## config.mk

```make
export PLATFORM = sky130hd
export DESIGN_NAME = scudsp_dma
export DESIGN_NICKNAME = d
export VERILOG_FILES = /design/src/rtl/scudsp_dma.sv
export SDC_FILE = /design/constraint.sdc
export NUM_CORES = 1
export LEC_CHECK = 0
export BUFFER_PORTS_ARGS = -buffer_cell sky130_fd_sc_hd__buf_2
export CORE_ASPECT_RATIO = 0.6
export CORE_MARGIN = 3
export CORE_UTILIZATION = 53
export CTS_CLUSTER_SIZE = 12
export DETAILED_ROUTE_END_ITERATION = 7
export MAX_ROUTING_LAYER = met4
export PLACE_DENSITY = 0.78
export SLEW_MARGIN = 5
export SYNTH_ARGS = -nofsm -noshare
export SYNTH_HDL_FRONTEND = slang
export SYNTH_SLANG_ARGS = --single-unit
```

## constraint.sdc

```tcl
create_clock -name clk -period 2.95 [get_ports clk]
set_clock_uncertainty 0.2 [all_clocks]
set_input_delay 0.295 -clock clk [delete_from_list [all_inputs] [get_ports clk]]
set_output_delay 0.295 -clock clk [all_outputs]
set_load 0.01 [all_outputs]
```

## src/rtl/scudsp_dma.sv

```systemverilog
// ---------------------------------------------------------------------------
// scudsp_dma
//
// Purpose:
//   DMA engine of the SCU DSP. Takes the decoded DMA fields from the DSP
//   instruction decoder (start, direction, bank selects) together with the
//   sequencer-resolved word count, address increment mode and hold flag, and
//   moves 32-bit words between the external D0 bus and either the four DSP
//   data RAM banks or program RAM. The engine pulses the CTx increment of the
//   bank it touches. On completion it writes RA0 (reads from D0) or WA0
//   (writes to D0) back unless hold is set.
//
// Parameters:
//   AW  - D0 word-address width (byte address = {addr, 2'b00})
//   PAW - program RAM address width
//
// Ports:
//   clk, rst_n         system clock, asynchronous active-low reset
//   ce                 clock enable; the FSM only advances when ce = 1
//   st                 start pulse, honoured only while idle
//   dir                0: D0 -> RAM, 1: RAM -> D0
//   ramw, prgw         one-hot data RAM bank / program RAM write selects
//   ramr               one-hot data RAM bank read select
//   cnt                word count, 0 encodes 256
//   addi               D0 address increment mode (0,1,2,4,...,64 words)
//   hold               suppress the RA0/WA0 write-back
//   ra0_in, wa0_in     D0 read / write start addresses
//   ra0_out, wa0_out   updated RA0 / WA0 values
//   ra0_upd, wa0_upd   one-CE load pulses for ra0_out / wa0_out
//   a_addr, a_do, a_di D0 word address, write data, read data
//   a_req, a_we, a_ack D0 request, write strobe, single-clk acknowledge
//   ram_we, ram_re     data RAM bank write / read strobes
//   ram_wd, ram_rd     data RAM write data / selected bank read data
//   ct_inc             CTx increment pulses, one per bank
//   prg_we, prg_addr,
//   prg_wd             program RAM write strobe, address and data
//   busy               transfer in progress (T0 flag)
//   done               one-CE pulse when a transfer completes
// ---------------------------------------------------------------------------
module scudsp_dma #(
  parameter int AW  = 25,
  parameter int PAW = 8
) (
  input  logic           clk,
  input  logic           rst_n,
  input  logic           ce,
  input  logic           st,
  input  logic           dir,
  input  logic [3:0]     ramw,
  input  logic           prgw,
  input  logic [3:0]     ramr,
  input  logic [7:0]     cnt,
  input  logic [2:0]     addi,
  input  logic           hold,
  input  logic [AW-1:0]  ra0_in,
  input  logic [AW-1:0]  wa0_in,
  output logic [AW-1:0]  ra0_out,
  output logic [AW-1:0]  wa0_out,
  output logic           ra0_upd,
  output logic           wa0_upd,
  output logic [AW-1:0]  a_addr,
  output logic [31:0]    a_do,
  input  logic [31:0]    a_di,
  output logic           a_req,
  output logic           a_we,
  input  logic           a_ack,
  output logic [3:0]     ram_we,
  output logic [3:0]     ram_re,
  output logic [31:0]    ram_wd,
  input  logic [31:0]    ram_rd,
  output logic [3:0]     ct_inc,
  output logic           prg_we,
  output logic [PAW-1:0] prg_addr,
  output logic [31:0]    prg_wd,
  output logic           busy,
  output logic           done
);

  typedef enum logic [2:0] {
    IDLE,
    BUSRD,
    RAMWR,
    RAMRD,
    RAMLAT,
    BUSWR,
    FIN
  } state_t;

  state_t        state;

  // Transfer parameters captured at start so the decoder may move on.
  logic          dir_q;
  logic [3:0]    ramw_q;
  logic          prgw_q;
  logic [3:0]    ramr_q;
  logic [2:0]    addi_q;
  logic          hold_q;

  logic [8:0]    rem_q;
  logic [AW-1:0] addr_q;

  // An acknowledge may arrive while ce = 0; it and its data are parked here
  // until the next enabled edge so the handshake is never lost.
  logic          ack_pend;
  logic [31:0]   ack_data;

  logic [AW-1:0] inc;
  logic [AW-1:0] addr_nx;
  logic          ack_ok;
  logic [31:0]   bus_data;
  logic          last_word;

  // Increment table: mode 0 holds the address, mode k steps by 2^(k-1) words.
  always_comb begin
    inc = '0;
    if (addi_q != 3'd0) begin
      inc = AW'(1) << (addi_q - 3'd1);
    end
  end

  // The address wraps naturally at 2^AW. A live a_ack counts as well as a
  // parked one, which gives the minimum one-cycle bus phase when the slave
  // answers in the first request cycle.
  always_comb begin
    addr_nx   = addr_q + inc;
    ack_ok    = ack_pend | a_ack;
    bus_data  = ack_pend ? ack_data : a_di;
    last_word = (rem_q == 9'd1);
  end

  // Single state machine. Every output is registered and describes the state
  // being entered. Pulse outputs are cleared on every enabled edge, so each
  // one lasts exactly one ce = 1 cycle no matter how ce is gated.
  always_ff @(posedge clk or negedge rst_n) begin
    if (!rst_n) begin
      state    <= IDLE;
      dir_q    <= 1'b0;
      ramw_q   <= '0;
      prgw_q   <= 1'b0;
      ramr_q   <= '0;
      addi_q   <= '0;
      hold_q   <= 1'b0;
      rem_q    <= '0;
      addr_q   <= '0;
      ack_pend <= 1'b0;
      ack_data <= '0;
      ra0_out  <= '0;
      wa0_out  <= '0;
      ra0_upd  <= 1'b0;
      wa0_upd  <= 1'b0;
      a_addr   <= '0;
      a_do     <= '0;
      a_req    <= 1'b0;
      a_we     <= 1'b0;
      ram_we   <= '0;
      ram_re   <= '0;
      ram_wd   <= '0;
      ct_inc   <= '0;
      prg_we   <= 1'b0;
      prg_addr <= '0;
      prg_wd   <= '0;
      busy     <= 1'b0;
      done     <= 1'b0;
    end else begin
      if (a_ack) begin
        ack_data <= a_di;
      end
      if (ce) begin
        ack_pend <= 1'b0;
      end else if (a_ack) begin
        ack_pend <= 1'b1;
      end

      if (ce) begin
        ram_we  <= '0;
        ram_re  <= '0;
        ct_inc  <= '0;
        prg_we  <= 1'b0;
        done    <= 1'b0;
        ra0_upd <= 1'b0;
        wa0_upd <= 1'b0;

        unique case (state)
          IDLE: begin
            if (st) begin
              dir_q    <= dir;
              ramw_q   <= ramw;
              prgw_q   <= prgw;
              ramr_q   <= ramr;
              addi_q   <= addi;
              hold_q   <= hold;
              rem_q    <= (cnt == 8'd0) ? 9'd256 : {1'b0, cnt};
              prg_addr <= '0;
              busy     <= 1'b1;
              if (!dir) begin
                addr_q <= ra0_in;
                a_addr <= ra0_in;
                a_req  <= 1'b1;
                a_we   <= 1'b0;
                state  <= BUSRD;
              end else begin
                addr_q <= wa0_in;
                ram_re <= ramr;
                ct_inc <= ramr;
                state  <= RAMRD;
              end
            end
          end

          // With no bank or program RAM selected the bus cycles still run,
          // but the all-zero selects leave every RAM strobe low.
          BUSRD: begin
            if (ack_ok) begin
              a_req  <= 1'b0;
              addr_q <= addr_nx;
              ram_we <= ramw_q;
              ct_inc <= ramw_q;
              ram_wd <= bus_data;
              prg_we <= prgw_q;
              prg_wd <= bus_data;
              state  <= RAMWR;
            end
          end

          // The program RAM address moves only after the write it addressed.
          RAMWR: begin
            if (prgw_q) begin
              prg_addr <= prg_addr + 1'b1;
            end
            rem_q <= rem_q - 9'd1;
            if (last_word) begin
              done <= 1'b1;
              if (!hold_q) begin
                ra0_upd <= 1'b1;
                ra0_out <= addr_q;
              end
              state <= FIN;
            end else begin
              a_addr <= addr_q;
              a_req  <= 1'b1;
              a_we   <= 1'b0;
              state  <= BUSRD;
            end
          end

          RAMRD: begin
            state <= RAMLAT;
          end

          // Bank read data becomes valid one enabled cycle after the strobe.
          RAMLAT: begin
            a_do   <= ram_rd;
            a_addr <= addr_q;
            a_req  <= 1'b1;
            a_we   <= 1'b1;
            state  <= BUSWR;
          end

          BUSWR: begin
            if (ack_ok) begin
              a_req  <= 1'b0;
              a_we   <= 1'b0;
              addr_q <= addr_nx;
              rem_q  <= rem_q - 9'd1;
              if (last_word) begin
                done <= 1'b1;
                if (!hold_q) begin
                  wa0_upd <= 1'b1;
                  wa0_out <= addr_nx;
                end
                state <= FIN;
              end else begin
                ram_re <= ramr_q;
                ct_inc <= ramr_q;
                state  <= RAMRD;
              end
            end
          end

          FIN: begin
            busy  <= 1'b0;
            state <= IDLE;
          end

          default: begin
            busy  <= 1'b0;
            a_req <= 1'b0;
            a_we  <= 1'b0;
            state <= IDLE;
          end
        endcase
      end
    end
  end

endmodule

```

; ---- Word level (Yosys, flattened, before mapping)
; Index checks and enable logic that the tools add are counted.
[word_totals]
reg_bits = 249
in_bits = 141
out_inout_bits = 198
[op_classes]
addsub = 4
eq_ne = 14
shifts = 1
n_mux = 55
bitwise_logic = 5
n_reduce_logical = 25
[op_table]
columns = op, n
row1 = 2-to-1 mux 25 bit, 7
row2 = case mux 25 bit (3 select lines), 1
row3 = case mux 25 bit (2 select lines), 1
row4 = 2-to-1 mux 32 bit, 1
row5 = 2-to-1 mux 9 bit, 3
row6 = case mux 9 bit (3 select lines), 1
row7 = adder 25 bit, 1
row8 = left shift 1 x 3 -> 25 bit (first input constant), 1
row9 = 2-to-1 mux 4 bit, 6
row10 = AND reduction 4 bit, 5
row11 = 2-to-1 mux 1 bit, 19
row12 = case mux 3 bit (6 select lines), 1
row13 = 2-to-1 mux 8 bit, 2
row14 = case mux 8 bit (2 select lines), 1
row15 = 2-to-1 mux 3 bit, 5
row16 = inequality test 2 bit (second input constant), 6
row17 = case mux 4 bit (3 select lines), 1
row18 = AND reduction 6 bit, 2
row19 = case mux 1 bit (5 select lines), 2
row20 = AND reduction 5 bit, 2
row21 = == test 3 bit (second input constant), 3
row22 = == test 9 x 1 -> 1 bit (second input constant), 1
row23 = AND reduction 3 bit, 3
row24 = nonzero test 3 bit, 3
row25 = other kinds (18), 26

; ---- Depth between registers and ports, before layout
; Gate-level depths: netlist of the first run.
[logic_depth]
ltp_word = 6
mapped_depth = 10
mapped_depth_nobuf = 9

; ---- Worst setup path before layout of the first run
; OpenSTA, ideal clock, no wires.
[synth_path]
path_kind = register to register
from = register addi_q[1]
to = register addr_q[22]
setup_time_ps = 99
arrival_time_ps = 2413
t_required_ps = 2651
setup_slack_ps = 237
path_stages_with_launch = 10
cell_sequence = dfrtp_1 > nor3b_1 > ha_1 > inv_1 > fa_1 > nor2b_1 > o2111ai_1 > a31oi_1 > a311oi_1 > a311oi_1
[synth_via]
elab_chain_len = 6
[synth_lines]
columns = item, line_no
row1 = start: declaration, 96  ; logic [2:0] addi_q;
row2 = start signal: assignment, 190  ; addi_q <= addi;
row3 = subtractor 3 x 1 -> 3 bit, 117  ; inc = AW'(1) << (addi_q - 3'd1);
row4 = left shift 1 x 3 -> 25 bit, 117
row5 = 2-to-1 mux 25 bit (*), 116  ; if (addi_q != 3'd0) begin
row6 = adder 25 bit (*), 125  ; addr_nx = addr_q + inc;
row7 = 2-to-1 mux 25 bit (*), "213, 260"
row8 = case mux 25 bit (2 select lines) (*), 183  ; unique case (state)
row9 = end signal: assignment, 196  ; addr_q <= ra0_in;
row10 = end signal: assignment, 215  ; addr_q <= addr_nx;
row11 = end signal: assignment, 263  ; addr_q <= addr_nx;
row12 = end: declaration, 100  ; logic [AW-1:0] addr_q;
; Mark *: on every way between the ends. The rest lies on a longest branch, timed or not. The select of a mux whose other input is x is not followed.
; A chain may end at the register's enable or synchronous reset.

; ---- Final worst setup path of the first run
[layout_path]
from = register addi_q[1]
to = register addr_q[13]
; The elaborated chain is that of the path after synthesis.

==> results.py, run 1 <==
metrics = {
    "yosys": {
        "seq_area_frac_synth": 0.515,
        "synth_edf_count": 0,
        "synth-seq-cells": 249,
        "async_flop_share": 1.00,
        "ys_warn_count": 0,
        "synthMuxAreaShare": 0.166,
        "synth_compound_area_frac": 0.126,
        "synth_fa_ha_area_frac": 0.0130,
        "ys_types": 69,
        "synth_top_family_by_area": "multiplexers",
        "synthXorXnorAreaFrac": 0.0152,
        "synthSimpleGateAreaFrac": 0.116,
        "synth_fp_nets": 1279,
        "syn-cell-area_sq_um": 12100,
        "synth_area_per_cell_sq_um": 10.8,
        "synth_ff_type": "dfrtp_1",
        "syn_inst": 1126,
    },
    "outcome": {
        "run_status": "complete, no violations",
    },
    "sta": {
        "max-slew-margin-rel": 0.317,
        "max_freq_mhz": 354,
        "finalCritPeriodShare": 0.957,
        "rsz0062_at_grt": "false",
        "fin_crit_ns": 2.82,
        "setup_violations": 0,
        "worst_slew_pin_slew_ns": 1.02,
        "hold_viol_final": 0,
        "maxSlewViolCount": 0,
    },
    "critical_path": {
        "crit_path_start_kind": "register",
        "worstPathRequired_ns": 3.16,
        "endpoint_kind": "register",
        "path_class": "register to register",
        "cp.arrival_ns": 3.03,
        "crit_path_max_fanout": 7,
    },
    "power": {
        "ir_drop_mv": 0.684,
        "power_mw": 14.2,
        "p_leak_nw": 7.73,
        "power.density_nw_per_um2": 882,
    },
    "floorplanning": {
        "die_height_um": 123,
        "row_count": 42,
        "start_util": 0.545,
        "ios": 339,
        "core_area_sq_um": 22200,
        "die_area_sq_um": 24800,
        "fp.dieW_um": 201,
    },
    "routing": {
        "wl_per_cell_um": 19.6,
        "first_iter_violations": 820,
        "route.detailed.drc": 0,
        "ant_nets": 0,
        "viasPerCell": 5.62,
        "finalWirelength_um": 36600,
        "first_pass_iters": 5,
        "num_vias": 10500,
    },
    "clock_network": {
        "insertion_delay_ns": 0.53,
        "cts-root-buf": "clkbuf_16",
        "clockBufferDepth": 3,
        "clock_sinks": 249,
        "cts_buffers": 25,
        "h-tree-depth": 1,
        "path_clk_slew_ns": 0.06,
        "cts_tree": "done",
    },
    "layout": {
        "mostFrequentLayoutCells": "buf_2, dfrtp_1, dlygate4sd3_1",
        "drive_gt1_frac": 0.354,
        "mostFrequentLayoutCell": "buf_2",
        "final_util": 0.724,
        "fillers": 1556,
        "nNetsFinal": 1707,
        "syn_to_final_growth_pct": 32.8,
    },
    "placement": {
        "gp_congestion": 0.932,
        "hpwlAfterDp_um": 24500,
        "io_buffers": 338,
    },
    "global_route": {
        "grt-ovfl-total": 0,
        "grt_max_degree": 86,
        "antenna_found_initial": 1,
        "grt_pass1_vias": 10500,
        "grt_pass1_wl_um": 57900,
        "grt_use_total": 0.300,
    },
    "run": {
        "cap_viol_max_count": 0,
    },
    "hold_path": {
        "worstHoldPathType": "primary input to register",
    },
}
cells by family (layout without fill, tap and decap cells):
family,Yosys count,in the layout
and+or+nand+nor,286,286
buffers and inverters,123,558
AOI/OAI and AO/OA,247,247
other,1,3
DFF,249,249
xor gates and xnor gates,21,21
muxes,187,187
adders and majority gates,12,12
area by class of cell:
class,instances,area (sq um),share of cell area
antenna,2,5.00,0.000311
inverter,21,78.8,0.00490
sequential,249,6230,0.388
tap,308,385,0.0240
clock buffer,32,672,0.0418
multi-input combinational,754,5370,0.334
timing repair buffer,503,3310,0.206
clock inverter,2,35.0,0.00218
timing repair:
item | 4_1_cts | 5_1_grt
hold buffers | 118 | 0
endpoints found under the hold margin | 236 | 0
buffers inserted | 0 | 1
endpoints found under the setup margin | 10 | 13
pin swaps | 0 | 1
resized for setup | 3 | 9
metal layers:
| metal | GRT usage | vias to the layer above | wire length, um |
|---|---|---|---|
| met5 | - | - | 0 |
| met3 | 0.0684 | 84 | 2940 |
| met2 | 0.456 | 431 | 16400 |
| li1 | - | 4876 | - |
| met4 | 0.0737 | 0 | 962 |
| met1 | 0.416 | 5130 | 16400 |
critical path: stages (launching register included):
cell	delay [ns]
dfrtp_2	0.44
buf_4	0.15
nand2_1	0.05
nor2_1	0.04
ha_1	0.43
nand3_1	0.18
or3_1	0.42
a21boi_0	0.47
a31oi_1	0.16
o22a_1	0.19
stage by stage:
stage	TNS (ns)	setup slack [ns]	instances	hold slack, ns	area [sq um]
after floorplan	0	0.237	1126	-0.201	12100
after global placement	-0.00141	-0.00141	1716	0.135	14200
after detailed placement	-0.368	-0.0995	1716	0.134	14200
after CTS	0	0.0517	1868	0.00605	16100
after global routing	0	0.00296	1870	0.0440	16100
final	0	0.128	1871	0.0193	16100
power breakdown:
part,leakage [nW],switching [mW],total [mW],internal (mW)
Sequential,3.11,0.976,5.43,4.45
Clock,0.346,1.28,2.94,1.66
Combinational,4.28,3.31,5.81,2.50
synth_stat cells (4+ instances only):
master	instances	share of area
or3_1	9	0.0046
a31oi_1	16	0.0083
nand4_1	11	0.0057
o311ai_0	4	0.0029
nand2b_1	6	0.0031
inv_1	20	0.0062
mux2i_1	80	0.066
nor3b_1	4	0.0025
nor4_1	5	0.0026
o2111ai_1	6	0.0043
nor2b_1	6	0.0031
and3_1	8	0.0041
o31ai_1	5	0.0031
xor2_1	14	0.010
xnor2_1	7	0.0051
a311oi_1	4	0.0029
nor3_1	20	0.0083
ha_1	11	0.011
o21a_1	9	0.0056
clkbuf_1	51	0.016
a211oi_1	5	0.0031
a2bb2oi_1	6	0.0043
buf_1	11	0.0034
a21o_1	7	0.0043
mux2_2	107	0.10
nand2_1	98	0.030
buf_4	32	0.020
o211ai_1	9	0.0056
a32o_1	4	0.0033
nor2_1	67	0.021
nand3_1	31	0.013
buf_2	7	0.0029
dfrtp_1	249	0.51
a21oi_1	67	0.028
o21ai_0	79	0.033
flip-flops by register name, indices dropped and copies added, names as in the netlist, 3 cells and up:
register and count:
addr_q 25, ramr_q 4, state 3, prg_wd 32, wa0_out 25, a_do 32, rem_q 9, ramw_q 4
addi_q 3, ram_re 4, ra0_out 25, a_addr 25, ack_data 32, ct_inc 4, prg_addr 8, ram_we 4
worst paths after layout:
check / end / cells after the start / start / slack (ns)
hold reg to reg: wa0_out[0] / 2 / wa0_out[0] / 0.26
max in group asynchronous: a_addr[1] / 3 / rst_n / 1.54
min in group asynchronous: ra0_out[11] / 2 / rst_n / 0.14
hold / removal: addr_q[11] / 5 / wa0_in[11] / 0.02
setup / recovery: addr_q[13] / 9 / addi_q[1] / 0.13
setup reg to reg: addr_q[13] / 9 / addi_q[1] / 0.13
(Power assumes the default switching activity.)
==> run 2, diff against run 1 <==
--- a/config.mk
+++ b/config.mk
@@ -11,6 +11,7 @@
 export CORE_UTILIZATION = 53
 export CTS_CLUSTER_SIZE = 12
 export DETAILED_ROUTE_END_ITERATION = 7
+export GPL_TIMING_DRIVEN = 0
 export MAX_ROUTING_LAYER = met4
 export PLACE_DENSITY = 0.78
 export SLEW_MARGIN = 5
==> results.py, run 2 (same netlist as run 1, synthesis figures left out) <==
metrics = {
    "critical_path": {
        "crit_path_start_kind": "register",
        "cp.arrival_ns": 3.05,
        "crit_chain": "nor3b_4 -> ha_2 -> inv_1 -> fa_2 -> nor2b_4 -> o2111a_2 -> o211ai_1 -> nand4_1 -> or3b_2",
        "worst_path_max_delay_cell": "dfrtp_2",
        "crit_path_max_fanout": 7,
        "crit_family": "simple AND/OR/NAND/NOR gates",
        "max_stage_delay_ns": 0.46,
        "worstPathRequired_ns": 3.14,
        "endpoint_kind": "register",
        "critPathBufInv": 1,
        "path_class": "register to register",
    },
    "floorplanning": {
        "start_util": 0.545,
        "fp.dieW_um": 201,
        "row_count": 42,
        "core_area_sq_um": 22200,
        "ios": 339,
        "die_height_um": 123,
        "die_area_sq_um": 24800,
    },
    "global_route": {
        "grt-ovfl-total": 0,
        "grt_max_degree": 98,
        "grt_use_total": 0.326,
        "grt_pass1_vias": 11100,
        "grt_pass1_wl_um": 62000,
        "antenna_found_initial": 0,
    },
    "hold_path": {
        "worstHoldPathType": "primary input to register",
    },
    "layout": {
        "finalInstanceArea_sq_um": 16300,
        "nNetsFinal": 1768,
        "regArea_sq_um": 6230,
        "syn_to_final_growth_pct": 34.9,
        "fillers": 1563,
        "final_util": 0.735,
        "mostFrequentLayoutCell": "buf_2",
        "multi_input_area_sq_um": 5420,
        "drive_gt1_frac": 0.349,
        "mostFrequentLayoutCells": "buf_2, dfrtp_1, dlygate4sd3_1",
        "top_regs": "a_do x32, ack_data x32, prg_wd x32",
    },
    "run": {
        "cap_viol_max_count": 0,
    },
    "routing": {
        "viasPerCell": 5.77,
        "route.detailed.drc": 0,
        "first_iter_violations": 1002,
        "num_vias": 11100,
        "wl_per_cell_um": 21.0,
        "finalWirelength_um": 40500,
        "first_pass_iters": 5,
        "ant_nets": 0,
    },
    "placement": {
        "io_buffers": 337,
        "gp_congestion": 0.984,
        "dp_slack_ns": -0.646,
        "hpwlAfterDp_um": 27900,
        "dpl_cell_area_sq_um": 14200,
    },
    "clock_network": {
        "cts_tree": "done",
        "cts_buffers": 25,
        "insertion_delay_ns": 0.52,
        "path_clk_slew_ns": 0.06,
        "clock_sinks": 249,
        "h-tree-depth": 1,
        "clockBufferDepth": 3,
        "cts-root-buf": "clkbuf_16",
    },
    "sta": {
        "fin_ws_ns": 0.0858,
        "fin_crit_ns": 2.86,
        "setup_violations": 0,
        "hold_viol_final": 0,
        "worst_slew_pin_slew_ns": 1.05,
        "finalCritPeriodShare": 0.971,
        "max-slew-margin-rel": 0.301,
        "max_freq_mhz": 349,
        "rsz0062_at_grt": "true",
        "maxSlewViolCount": 0,
    },
    "power": {
        "power.density_nw_per_um2": 900,
        "ir_drop_mv": 0.574,
        "p_leak_nw": 7.84,
    },
    "outcome": {
        "run_status": "complete, no violations",
    },
}
## run 2: metal layers
metal	track usage	share of wire	up-vias	wire length, um
met3	0.0895	0.098	76	3980
met2	0.478	0.44	597	17900
met1	0.456	0.44	5509	17700
met4	0.0763	0.024	0	956
li1	-	-	4965	-
met5	-	0	-	0
## run 2: metrics by stage
step	total power, mW	TNS (ns)	cells	hold slack, ns
after CTS	14.4	0	1927	0.0196
final	14.7	0	1931	0.0336
after detailed placement	11.2	-8.97	1773	0.103
after global routing	15.5	-0.172	1930	0.0548
after floorplan	8.89	0	1126	-0.201
after global placement	11.0	-776.86	1771	0.250
## run 2: final timing paths
kind                       startpoint           to  slack [ns]  cells past startpoint
min in group asynchronous       rst_n  ra0_out[11]        0.15                      2
setup reg to reg            addi_q[1]    addr_q[8]        0.09                      9
max in group asynchronous       rst_n     a_do[25]        1.51                      3
setup / recovery            addi_q[1]    addr_q[8]        0.09                      9
hold reg to reg            wa0_out[0]   wa0_out[0]        0.27                      2
hold / removal             wa0_in[15]   addr_q[15]        0.03                      5
## run 2: cell type report
cell class,instances,area share
multi-input cells,754,0.332
inverters,21,0.00482
repair buffers,463,0.182
clock buffers,32,0.0423
diodes,1,0.000153
well taps,308,0.0236
clock inverters,2,0.00237
plain buffers,101,0.0319
flip-flops and latches,249,0.382
## run 2: what timing repair did
action	in CTS	in global routing
hold buffers	114	0
pin swaps	3	4
setup buffers	6	4
setup endpoints to repair	89	50
gates resized for setup	20	18
endpoints found under the hold margin	225	0
## run 2: worst min-delay path, stage by stage
cell and delay [ns]:
buf_2 0.08, mux2i_1 0.06, nor3_1 0.13, a21oi_1 0.06, nand3_1 0.09
## run 2: power breakdown
group / switching, mW / total [mW] / internal (mW)
registers: 0.883 / 5.34 / 4.45
logic: 3.70 / 6.36 / 2.66
clock network: 1.30 / 3.01 / 1.71
==> run 3, diff against run 2 <==
--- a/config.mk
+++ b/config.mk
@@ -8,12 +8,12 @@
 export BUFFER_PORTS_ARGS = -buffer_cell sky130_fd_sc_hd__buf_2
 export CORE_ASPECT_RATIO = 0.6
 export CORE_MARGIN = 3
-export CORE_UTILIZATION = 53
+export CORE_UTILIZATION = 48
 export CTS_CLUSTER_SIZE = 12
 export DETAILED_ROUTE_END_ITERATION = 7
 export GPL_TIMING_DRIVEN = 0
 export MAX_ROUTING_LAYER = met4
-export PLACE_DENSITY = 0.78
+export PLACE_DENSITY = 0.74
 export SLEW_MARGIN = 5
 export SYNTH_ARGS = -nofsm -noshare
 export SYNTH_HDL_FRONTEND = slang
==> constraint.sdc (replaced) <==
create_clock -name clk -period 2.5 [get_ports clk]
set_clock_uncertainty 0.2 [all_clocks]
set_input_delay 0.25 -clock clk [delete_from_list [all_inputs] [get_ports clk]]
set_output_delay 0.25 -clock clk [all_outputs]
set_load 0.01 [all_outputs]
==> results.py, run 3 (same netlist as run 1, synthesis figures left out) <==
metrics = {
    "layout": {
        "nNetsFinal": 1814,
        "fillers": 1779,
        "top_regs": "a_do x32, ack_data x32, prg_wd x32",
        "mostFrequentLayoutCell": "buf_2",
        "final_util": 0.707,
        "drive_gt1_frac": 0.395,
        "multi_input_area_sq_um": 5850,
        "mostFrequentLayoutCells": "buf_2, dfrtp_1, dlygate4sd3_1",
        "regArea_sq_um": 6240,
        "syn_to_final_growth_pct": 43.1,
    },
    "routing": {
        "first_iter_violations": 988,
        "num_vias": 11400,
        "viasPerCell": 5.69,
        "first_pass_iters": 5,
        "finalWirelength_um": 41700,
        "route.detailed.drc": 0,
        "ant_nets": 0,
        "wl_per_cell_um": 20.9,
    },
    "hold_path": {
        "hold_path_depth": 4,
        "worstHoldPathType": "primary input to register",
        "whs_endpoint": "addr_q[5]",
        "hp-start": "wa0_in[5]",
    },
    "floorplanning": {
        "die_area_sq_um": 27200,
        "core_area_sq_um": 24500,
        "ios": 339,
        "start_util": 0.494,
        "fp.dieW_um": 211,
        "die_height_um": 129,
        "row_count": 44,
    },
    "clock_network": {
        "cts_buffers": 26,
        "cts-root-buf": "clkbuf_16",
        "h-tree-depth": 1,
        "path_clk_slew_ns": 0.06,
        "clockBufferDepth": 3,
        "insertion_delay_ns": 0.53,
        "cts_tree": "done",
        "clock_sinks": 249,
    },
    "critical_path": {
        "rr_startpoint": "addi_q[2]",
        "crit_path_max_fanout": 7,
        "worstPathRequired_ns": 2.73,
        "endpoint_kind": "register",
        "path_class": "register to register",
        "cp.arrival_ns": 3.06,
        "reg2reg_depth": 10,
        "r2r_setup_slack_ns": -0.33,
        "reg2reg_to": "addr_q[20]",
        "crit_path_start_kind": "register",
    },
    "sta": {
        "fin_ws_ns": -0.332,
        "setup_violations": 25,
        "hold_ws_ns": 0.0285,
        "finalCritPeriodShare": 1.13,
        "worst_slew_pin_slew_ns": 0.967,
        "fin_crit_ns": 2.83,
        "rsz0062_at_grt": "true",
        "maxSlewViolCount": 0,
        "max-slew-margin-rel": 0.355,
        "max_freq_mhz": 353,
        "hold_viol_final": 0,
    },
    "global_route": {
        "antenna_found_initial": 1,
        "grt_use_total": 0.301,
        "grt_max_degree": 92,
        "grt_pass1_wl_um": 62200,
        "grt-ovfl-total": 0,
        "grt_pass1_vias": 10900,
    },
    "power": {
        "power.density_nw_per_um2": 1050,
        "p_leak_nw": 8.18,
        "power_mw": 18.2,
        "ir_drop_mv": 0.590,
    },
    "placement": {
        "hpwlAfterDp_um": 28200,
        "dp_slack_ns": -0.666,
        "gp_congestion": 0.981,
        "io_buffers": 337,
    },
    "outcome": {
        "violations": "negative setup slack",
        "run_status": "finished, violations left",
    },
    "run": {
        "cap_viol_max_count": 0,
    },
}
run 3: changes by cell type in the layout (fill, tap and decap cells not counted), sizes merged:
cell           before  now
clkdlybuf4s15       0    1
clkinv              0    2
bufinv              1    0
dlygate4sd3       114  131
buf               401  428
diode               1    3
clkbuf             81   85
run 3: repair_timing:
| action | CTS | global route |
|---|---|---|
| setup buffers | 17 | 24 |
| setup endpoints to repair | 191 | 157 |
| cloned | 0 | 1 |
| pin swaps | 21 | 37 |
| hold buffers | 131 | 0 |
| endpoints found under the hold margin | 254 | 0 |
| gates resized for setup | 63 | 103 |
run 3: worst max-delay path by stage:
stage          startpoint         end  slack (ns)
5_1_grt        addr_q[10]  addr_q[20]       -0.47
3_3_place_gp        rst_n    a_do[11]       -3.56
2_1_floorplan   addi_q[2]   addr_q[8]       -0.05
6_report        addi_q[2]  addr_q[20]       -0.33
3_5_place_dp        a_ack   prg_wd[2]       -0.67
4_1_cts         addi_q[1]  addr_q[10]       -0.31
run 3: cell type report:
type / instances / area share
Tap cell: 322 / 0.0233
Antenna cell: 3 / 0.000433
Sequential cell: 249 / 0.360
Buffer: 98 / 0.0322
Multi-Input combinational cell: 754 / 0.337
Clock buffer: 36 / 0.0421
Clock inverter: 3 / 0.00123
Timing Repair Buffer: 511 / 0.199
Inverter: 21 / 0.00455
run 3: stage by stage:
stage | cell area, sq um | TNS [ns] | std cells
after global placement | 14200 | -942.19 | 1785
after global routing | 17300 | -6.68 | 1995
after CTS | 16700 | -6.27 | 1972
final | 17300 | -4.30 | 1997
after floorplan | 12100 | -0.294 | 1126
after detailed placement | 14300 | -70.88 | 1787
run 3: report_power, final:
part / total, mW / internal, mW / switching [mW]
Sequential: 6.34 / 5.25 / 1.09
Clock: 3.58 / 2.01 / 1.57
Combinational: 8.31 / 3.60 / 4.71
run 3: worst max-delay path, cell delays in order, from the launching register on:
cell and delay, ns:
dfrtp_2 0.46, nor3b_2 0.20, ha_2 0.21, inv_2 0.04, fa_2 0.36, nor2b_4 0.20, o2111a_2 0.30, nor3_4 0.09
clkbuf_8 0.16, o31a_1 0.24, a311oi_1 0.26
run 3: metal layers:
layer | share of wire | vias to the layer above | track usage
li1 | - | 5088 | -
met4 | 0.030 | 0 | 0.0708
met5 | 0 | - | -
met2 | 0.45 | 562 | 0.446
met1 | 0.42 | 5601 | 0.412
met3 | 0.098 | 111 | 0.0917
